==> config.mk <==
export PLATFORM = sky130hd
export DESIGN_NAME = rat_path_player
export DESIGN_NICKNAME = d
export VERILOG_FILES = /design/src/rtl/rat_path_player_pkg.sv /design/src/rtl/rat_path_player_coord_step.sv /design/src/rtl/rat_path_player.sv
export SDC_FILE = /design/constraint.sdc
export NUM_CORES = 1
export LEC_CHECK = 0
export CORE_ASPECT_RATIO = 0.5
export CORE_MARGIN = 5
export CORE_UTILIZATION = 30
export DETAILED_ROUTE_END_ITERATION = 16
export PLACE_DENSITY = 0.54
export SYNTH_ARGS = -nofsm -noshare
export SYNTH_HDL_FRONTEND = slang
export SYNTH_HIERARCHICAL = 1
export SYNTH_SLANG_ARGS = --single-unit
==> constraint.sdc <==
create_clock -name clk -period 5.5 [get_ports clk]
set_input_delay 1.65 -clock clk [delete_from_list [all_inputs] [get_ports clk]]
set_output_delay 1.65 -clock clk [all_outputs]
set_load 0.02 [all_outputs]
==> src/rtl/rat_path_player_pkg.sv <==
// Shared definitions for the rat solver path-replay stage: direction codes,
// replay FSM states and the default maze coordinate width.
package rat_path_player_pkg;

  localparam int COORD_W_DEF = 4;

  localparam logic [1:0] DIR_RIGHT = 2'b00;
  localparam logic [1:0] DIR_DOWN  = 2'b01;
  localparam logic [1:0] DIR_LEFT  = 2'b10;
  localparam logic [1:0] DIR_UP    = 2'b11;

  typedef enum logic [2:0] {
    ST_IDLE,
    ST_EMIT,
    ST_FETCH,
    ST_MOVE,
    ST_DONE,
    ST_ERR
  } state_t;

endpackage

==> src/rtl/rat_path_player_coord_step.sv <==
// Combinational single-step move: applies one direction code to (x, y) and
// flags a step that would leave the maze via the carry/borrow bit.
module coord_step
  import rat_path_player_pkg::*;
#(
  parameter int COORD_W = COORD_W_DEF
) (
  input  logic [COORD_W-1:0] x,
  input  logic [COORD_W-1:0] y,
  input  logic [1:0]         dir,
  output logic [COORD_W-1:0] next_x,
  output logic [COORD_W-1:0] next_y,
  output logic               out_of_range
);

  logic [COORD_W:0] sum;

  // NOTE: every output of a combinational block gets a default first so no latch is inferred.
  always_comb begin
    next_x = x;
    next_y = y;
    sum    = '0;
    unique case (dir)
      DIR_RIGHT: sum = {1'b0, x} + (COORD_W+1)'(1);
      DIR_DOWN:  sum = {1'b0, y} + (COORD_W+1)'(1);
      DIR_LEFT:  sum = {1'b0, x} - (COORD_W+1)'(1);
      DIR_UP:    sum = {1'b0, y} - (COORD_W+1)'(1);
      default:   sum = '0;
    endcase
    // The extra top bit is the carry on 15+1 and the borrow on 0-1.
    out_of_range = sum[COORD_W];
    if (dir[0]) next_y = sum[COORD_W-1:0];
    else        next_x = sum[COORD_W-1:0];
  end

endmodule

==> src/rtl/rat_path_player.sv <==
// Drains the solver direction queue one move at a time, replaying it into
// absolute cells presented on a valid/ready port, with goal and range flags.
module rat_path_player
  import rat_path_player_pkg::*;
#(
  parameter int COORD_W = COORD_W_DEF,
  parameter int CNT_W   = 8
) (
  input  logic               clk,
  input  logic               rst,
  input  logic               start,
  input  logic [1:0]         q_out,
  input  logic               finishq,
  output logic               dequeue,
  output logic [COORD_W-1:0] x_out,
  output logic [COORD_W-1:0] y_out,
  output logic               pos_valid,
  input  logic               pos_ready,
  output logic [CNT_W-1:0]   move_count,
  output logic               busy,
  output logic               done,
  output logic               at_goal,
  output logic               err
);

  state_t             state, state_nxt;
  logic [1:0]         dir_q;
  logic               launch;
  logic [COORD_W-1:0] step_x, step_y;
  logic               step_oor;

  coord_step #(.COORD_W(COORD_W)) u_step (
    .x            (x_out),
    .y            (y_out),
    .dir          (dir_q),
    .next_x       (step_x),
    .next_y       (step_y),
    .out_of_range (step_oor)
  );

  // NOTE: sequential state uses non-blocking assignments so all registers update together.
  always_ff @(posedge clk) begin
    if (rst) state <= ST_IDLE;
    else     state <= state_nxt;
  end

  always_comb begin
    state_nxt = state;
    launch    = 1'b0;
    dequeue   = 1'b0;
    pos_valid = 1'b0;
    busy      = 1'b0;
    done      = 1'b0;
    err       = 1'b0;
    unique case (state)
      ST_IDLE: if (start) begin
        launch    = 1'b1;
        state_nxt = ST_EMIT;
      end
      ST_EMIT: begin
        busy      = 1'b1;
        pos_valid = 1'b1;
        if (pos_ready) state_nxt = ST_FETCH;
      end
      ST_FETCH: begin
        busy = 1'b1;
        if (finishq) begin
          state_nxt = ST_DONE;
        end else begin
          dequeue   = 1'b1;
          state_nxt = ST_MOVE;
        end
      end
      ST_MOVE: begin
        busy      = 1'b1;
        state_nxt = step_oor ? ST_ERR : ST_EMIT;
      end
      ST_DONE: begin
        done = 1'b1;
        if (start) begin
          launch    = 1'b1;
          state_nxt = ST_EMIT;
        end
      end
      ST_ERR: begin
        err = 1'b1;
        if (start) begin
          launch    = 1'b1;
          state_nxt = ST_EMIT;
        end
      end
      default: state_nxt = ST_IDLE;
    endcase
  end

  assign at_goal = done && (&x_out) && (&y_out);

  // Position, move counter and latched direction; an illegal step leaves x/y untouched.
  always_ff @(posedge clk) begin
    if (rst) begin
      x_out      <= '0;
      y_out      <= '0;
      move_count <= '0;
      dir_q      <= DIR_RIGHT;
    end else begin
      if (launch) begin
        x_out      <= '0;
        y_out      <= '0;
        move_count <= '0;
      end
      if (dequeue) dir_q <= q_out;
      if (state == ST_MOVE && !step_oor) begin
        x_out <= step_x;
        y_out <= step_y;
        if (move_count != '1) move_count <= move_count + CNT_W'(1);
      end
    end
  end

endmodule

==> results of run 1 <==
critical path, cell delays in order:
cell	delay, ns
clkdlybuf4s50_1	0.44
or3b_4	0.41
nor2_4	0.13
clkdlybuf4s50_1	0.62
flip-flops by register name, indices dropped and copies added (netlist names):
register and count:
state 3, y_out 4, dir_q 2, x_out 4
move_count 8
routing by layer:
metal,GRT usage (%),wire length [um],vias up
met3,3.62,115,0
met2,17.0,1490,18
li1,-,-,629
met1,14.8,1560,583
met4,1.66,0,0
met5,0,0,-
placed cells by master, fill, tap and decap left out, types with 2 or more instances in the layout:
cell type,count
a211oi_1,2
a21oi_1,5
a22oi_1,8
a31oi_1,6
and3_1,2
clkbuf_8,3
clkdlybuf4s50_1,28
dfxtp_1,21
ha_1,3
mux2_2,2
mux2i_1,3
nand2_1,6
nand2b_1,4
nand3_1,10
nand4_1,5
nand4b_1,2
nor2_1,19
nor2b_1,5
nor3_1,3
nor3b_1,3
o21ai_0,3
o21ai_1,2
or3_1,2
xnor2_1,5
xor2_1,3
per-stage QoR:
step | utilization (%) | total power [mW] | hold slack (ns) | area [um^2]
finish | 38.5 | 0.297 | 0.532 | 1680
detailed placement | 37.4 | 0.197 | 0.516 | 1630
CTS | 38.5 | 0.303 | 0.529 | 1680
global placement | 37.4 | 0.197 | 0.508 | 1630
floorplan | - | 0.185 | 0.507 | 1340
global route | 38.5 | 0.313 | 0.558 | 1680
final timing paths:
| path | start | to |
|---|---|---|
| min | move_count[1] | move_count[1] |
| max reg2reg | dir_q[0] | move_count[0] |
| min reg2reg | move_count[1] | move_count[1] |
| max | finishq | dequeue |
final cells by class:
type,count,area [um^2],area share [%]
Sequential cell,21,420,25.1
Tap cell,57,71.3,4.25
Multi-Input combinational cell,125,856,51.0
Timing Repair Buffer,28,280,16.7
Inverter,1,3.75,0.224
Clock buffer,4,45.0,2.69
cell families after synthesis:
group,after synthesis
simple gates,75
compound gates,33
flops,21
buf+inv,10
xor+xnor,8
mux,6
fa+ha+maj,3
power by group:
group	internal [mW]	switching (mW)	leakage [nW]
Combinational	0.0157	0.0191	0.376
Clock	0.0517	0.0528	0.0228
Sequential	0.154	0.00460	0.170
==> results.md, run 1 <==
* CTS tree: yes
* Area Overhead vs Synth at 25.2%
* RSZ-0062 raised after global routing: false
* DRT iter0 DRCs at between 60 and 70
* Syn nets at 166
* Max cap viols at 0
* Leading area contributor after synthesis: dfxtp_1
* Async S/R FF share, synth at 0%
* Worst EP required at 3.85 ns
* Grt ovf at 0
* Post-synth EDFFs at 0
* Fmax at slightly above 0.2 GHz
* Kind of critical path: in2out
* Clk buf depth at 2
* Final ANT Viol Nets at 0
* Clock Tree Root: clkbuf_8
* Fin crit period at 4.90 ns
* H-tree Lvls at 1
* Largest family of logic cells by synthesized area: simple AND/OR/NAND/NOR gates
* Post-route DRC at 0
* Cell count after synthesis at roughly 160
* Die width at 104 um
* Mux cell area share after synthesis at between 5 and 6%
* Vias per cell at 5.21
* Reg2reg setup slack at 2.32 ns
* Clk_lat worst skew at 0.26 ns
* Placed cells at ~230
* CTS clk-pin slew, worst paths at roughly 0.080 ns
* Cell variety after synth at 50
* Synth top cells by count: dfxtp_1, nor2_1, nand3_1
* CP Max Fanout at 3
* Leakage at 0.568 nW
* Yosys reg bits at 21
* CTS buffer count at 3
* Wirelength per Cell at ~13 um
* Compound-Gate Fraction of Synth Area at 17.5%
* Global placer's final weighted congestion at 0.748
* Buffers on Ports at 28
* CTS hold repair buffers at 0
* Clk_skew at about 0.005 ns
* Pwr dens at roughly 180 nW/um^2
* Critical Path AT at approximately 3.3 ns
* Top-count cell post-synth: dfxtp_1
* Number of antenna violations at the first check in global routing at 0
* Initial Utilization at slightly above 30%
* Count of final hold-check violations at 0
* Setup bufs post-CTS at 0
* Filler cell count at between 400 and 500
* WL final at ~3.2 mm
* Post-synth top flop: dfxtp_1
* Slew margin rel. at between 40 and 50%
* Pre-CTS setup slack at 0.586 ns
* GRT Total Usage at 10.8%
* Status: finished clean
* Final TNS setup at 0 ns
* Crit start category: input pin
* Peak supply drop at between 0.00009 and 0.0001 V
* Simple-Gate Fraction of Synth Area at between 30% and 40%
* HP Class: reg2reg
* Via count of the first global-routing pass at ~1.1k
* Register-to-Register Path Depth at 10
* Die area at roughly 6000 um^2
* Ports at 29
* Chip height at 57.2 um
* Sequential element share of the synthesized area at about a third
* Total vias in the final route at 1230
* Layout cells sized above 1 at under 10%
* Adder-Cell Fraction of Synth Area at between 2 and 3%
* Final Worst Setup Slack at slightly above 0.6 ns
* Endpoints failing setup at 0
* Cts repair resizes at 0
* Post-Synth XOR/XNOR Area at under 10%
* Post-Synthesis Cell Area at 1340 um^2
* Mean post-synth cell area at around 8.6 um^2
* Worst-Margin Slew at ~0.86 ns
* Final Cycle Share at between 80% and 90%
* Share of the synthesized area in the top cell type at between 30% and 40%
* CP Capture Type: output port
* Final Net Count at 190
* Num rows at 17
* First-pass GRT wire length at 5.46 mm
* HPWL after DPL at 2.21 mm
* Pin count of the biggest net entering global routing at 23
* Hold Crit Depth at 2
* Diode count at 0
* CORE AREA at approximately 4400 um^2
* Final slew viol count at 0
* Finished Layout Cells at roughly 240
* Initial DRT Pass Iterations at 4
* Total clock sinks at 21
* Area contributors post-synth: dfxtp_1, nor2_1, a22oi_1
* Ys Warns at 6
Note: power is estimated with default switching activity, not from simulation.
==> inputs of run 2 (changes only) <==
--- a/config.mk
+++ b/config.mk
@@ -9,6 +9,7 @@
 export CORE_MARGIN = 5
 export CORE_UTILIZATION = 30
 export DETAILED_ROUTE_END_ITERATION = 16
+export MAX_ROUTING_LAYER = met4
 export PLACE_DENSITY = 0.54
 export SYNTH_ARGS = -nofsm -noshare
 export SYNTH_HDL_FRONTEND = slang
==> run 2 against run 1 <==
Sequential power about the same. First-iteration DRC count unchanged. Combinational power about the same. Routed wire length is the same. Sequential cell count is the same. Setup slack did not move. Clock power hardly changed. Die area is the same. Worst hold slack unchanged. Clock skew unchanged. Register-to-register slack hardly changed.
==> results.md, run 2 (synthesis gave the netlist of run 1 again) <==
* Max cap viols at 0
* Area Overhead vs Synth at 25.2%
* Global placer's final weighted congestion at around 0.76
* Grt ovf at 0
* Clk_lat worst skew at ~0.26 ns
* Post-route DRC at 0
* Clk buf depth at 2
* Hold Crit Depth at 2
* Endpoints failing setup at 0
* Fin crit period at around 4.9 ns
* Total vias in the final route at ~1.2k
* Fmax at about 0.20 GHz
* Commonest non-fill, non-tap cells in the layout: clkdlybuf4s50_1, dfxtp_1, nor2_1
* Total clock sinks at 21
* Pwr dens at between 150 and 200 nW/um^2
* Vias per cell at between 5 and 6
* Final Cycle Share at roughly nine tenths
* Max reg flops at 8
* Die area at ~6000 um^2
* CP Capture Type: output port
* GRT Total Usage at between 10 and 15%
* Reg2reg setup slack at between 2 and 2.5 ns
* Ports at 29
* Final ANT Viol Nets at 0
* Chip height at 57.2 um
* Wirelength per Cell at around 13 um
* CP Max Fanout at 3
* Status: finished clean
* HPWL after DPL at ~2.2 mm
* Worst-Margin Slew at roughly 0.86 ns
* Total Power at around 0.30 mW
* Num rows at 17
* Leakage at about 0.57 nW
* Register area at approximately 420 um^2
* H-tree Lvls at 1
* Finished Layout Cells at 236
* Cts repair resizes at 0
* Diode count at 0
* CTS clk-pin slew, worst paths at approximately 0.08 ns
* RSZ-0062 raised after global routing: false
* Buffers on Ports at 28
* Largest regs: move_count (8), x_out (4), y_out (4)
* DRT iter0 DRCs at between 60 and 70
* CTS buffer count at 3
* First-pass GRT wire length at about 5.5 mm
* Via count of the first global-routing pass at between 1k and 1.5k
* Clock Tree Root: clkbuf_8
* Initial Utilization at a little under a third
* Commonest non-fill, non-tap cell in the layout: clkdlybuf4s50_1
* Final Net Count at 190
* Pin count of the biggest net entering global routing at 23
* Slew margin rel. at between 40% and 50%
* Kind of critical path: in2out
* Final TNS setup at 0 ns
* CTS hold repair buffers at 0
* Register-to-Register Path Depth at 10
* CTS tree: yes
* HP Class: reg2reg
* Most flops, register: move_count
* Area of the multi-input gates at ~860 um^2
* Number of antenna violations at the first check in global routing at 0
* WL final at between 3 and 4 mm
* Peak supply drop at 0.0000922 V
* Layout cells sized above 1 at a little under 8%
* Crit start category: input pin
* Worst EP required at just under 4 ns
* Critical Path AT at between 3 and 4 ns
* CORE AREA at ~4400 um^2
* Placed cells at between 200 and 250
* Setup bufs post-CTS at 0
* Die width at approximately 100 um
* Final slew viol count at 0
* Filler cell count at between 400 and 500
* Clk_skew at a little under 0.005 ns
* Initial DRT Pass Iterations at 4
* Count of final hold-check violations at 0
[run 2: cell counts in the layout (fill, tap and decap cells not counted)]
Identical to the previous run, type by type.
[run 2: cell type report]
type | count | share of cell area [%]
Timing Repair Buffer | 28 | 16.7
Clock buffer | 4 | 2.69
Sequential cell | 21 | 25.1
Tap cell | 57 | 4.25
Multi-Input combinational cell | 125 | 51.0
Inverter | 1 | 0.224
[run 2: path summary, 6_finish.rpt]
check | from | endpoint
hold / removal | move_count[1] | move_count[1]
hold reg to reg | move_count[1] | move_count[1]
setup reg to reg | dir_q[0] | move_count[0]
setup / recovery | finishq | dequeue
[run 2: layer usage]
layer  share of wire, %  up-vias  GRT usage, %  routed length, um
li1                   -      629             -                  -
met1                 50      583          15.1               1590
met2                 47       18          17.0               1490
met3                2.8        0          3.16                 88
met4                  0        0          1.66                  0
met5                  0        -             -                  0
[run 2: power breakdown]
group / switching (mW) / internal, mW
clock network: 0.0528 / 0.0517
logic: 0.0191 / 0.0157
registers: 0.00460 / 0.154
total: 0.0765 / 0.221
[run 2: per-stage QoR]
stage | setup slack [ns] | utilization, % | hold slack (ns) | cell area [um^2]
2_1_floorplan | 1.64 | - | 0.507 | 1340
3_3_place_gp | 0.608 | 37.4 | 0.508 | 1630
3_5_place_dp | 0.586 | 37.4 | 0.516 | 1630
4_1_cts | 0.589 | 38.5 | 0.529 | 1680
5_1_grt | 0.551 | 38.5 | 0.558 | 1680
6_report | 0.603 | 38.5 | 0.532 | 1680
[run 2: critical path: stages]
cell and delay, ns:
clkdlybuf4s50_1 0.44, or3b_4 0.41, nor2_4 0.13, clkdlybuf4s50_1 0.62
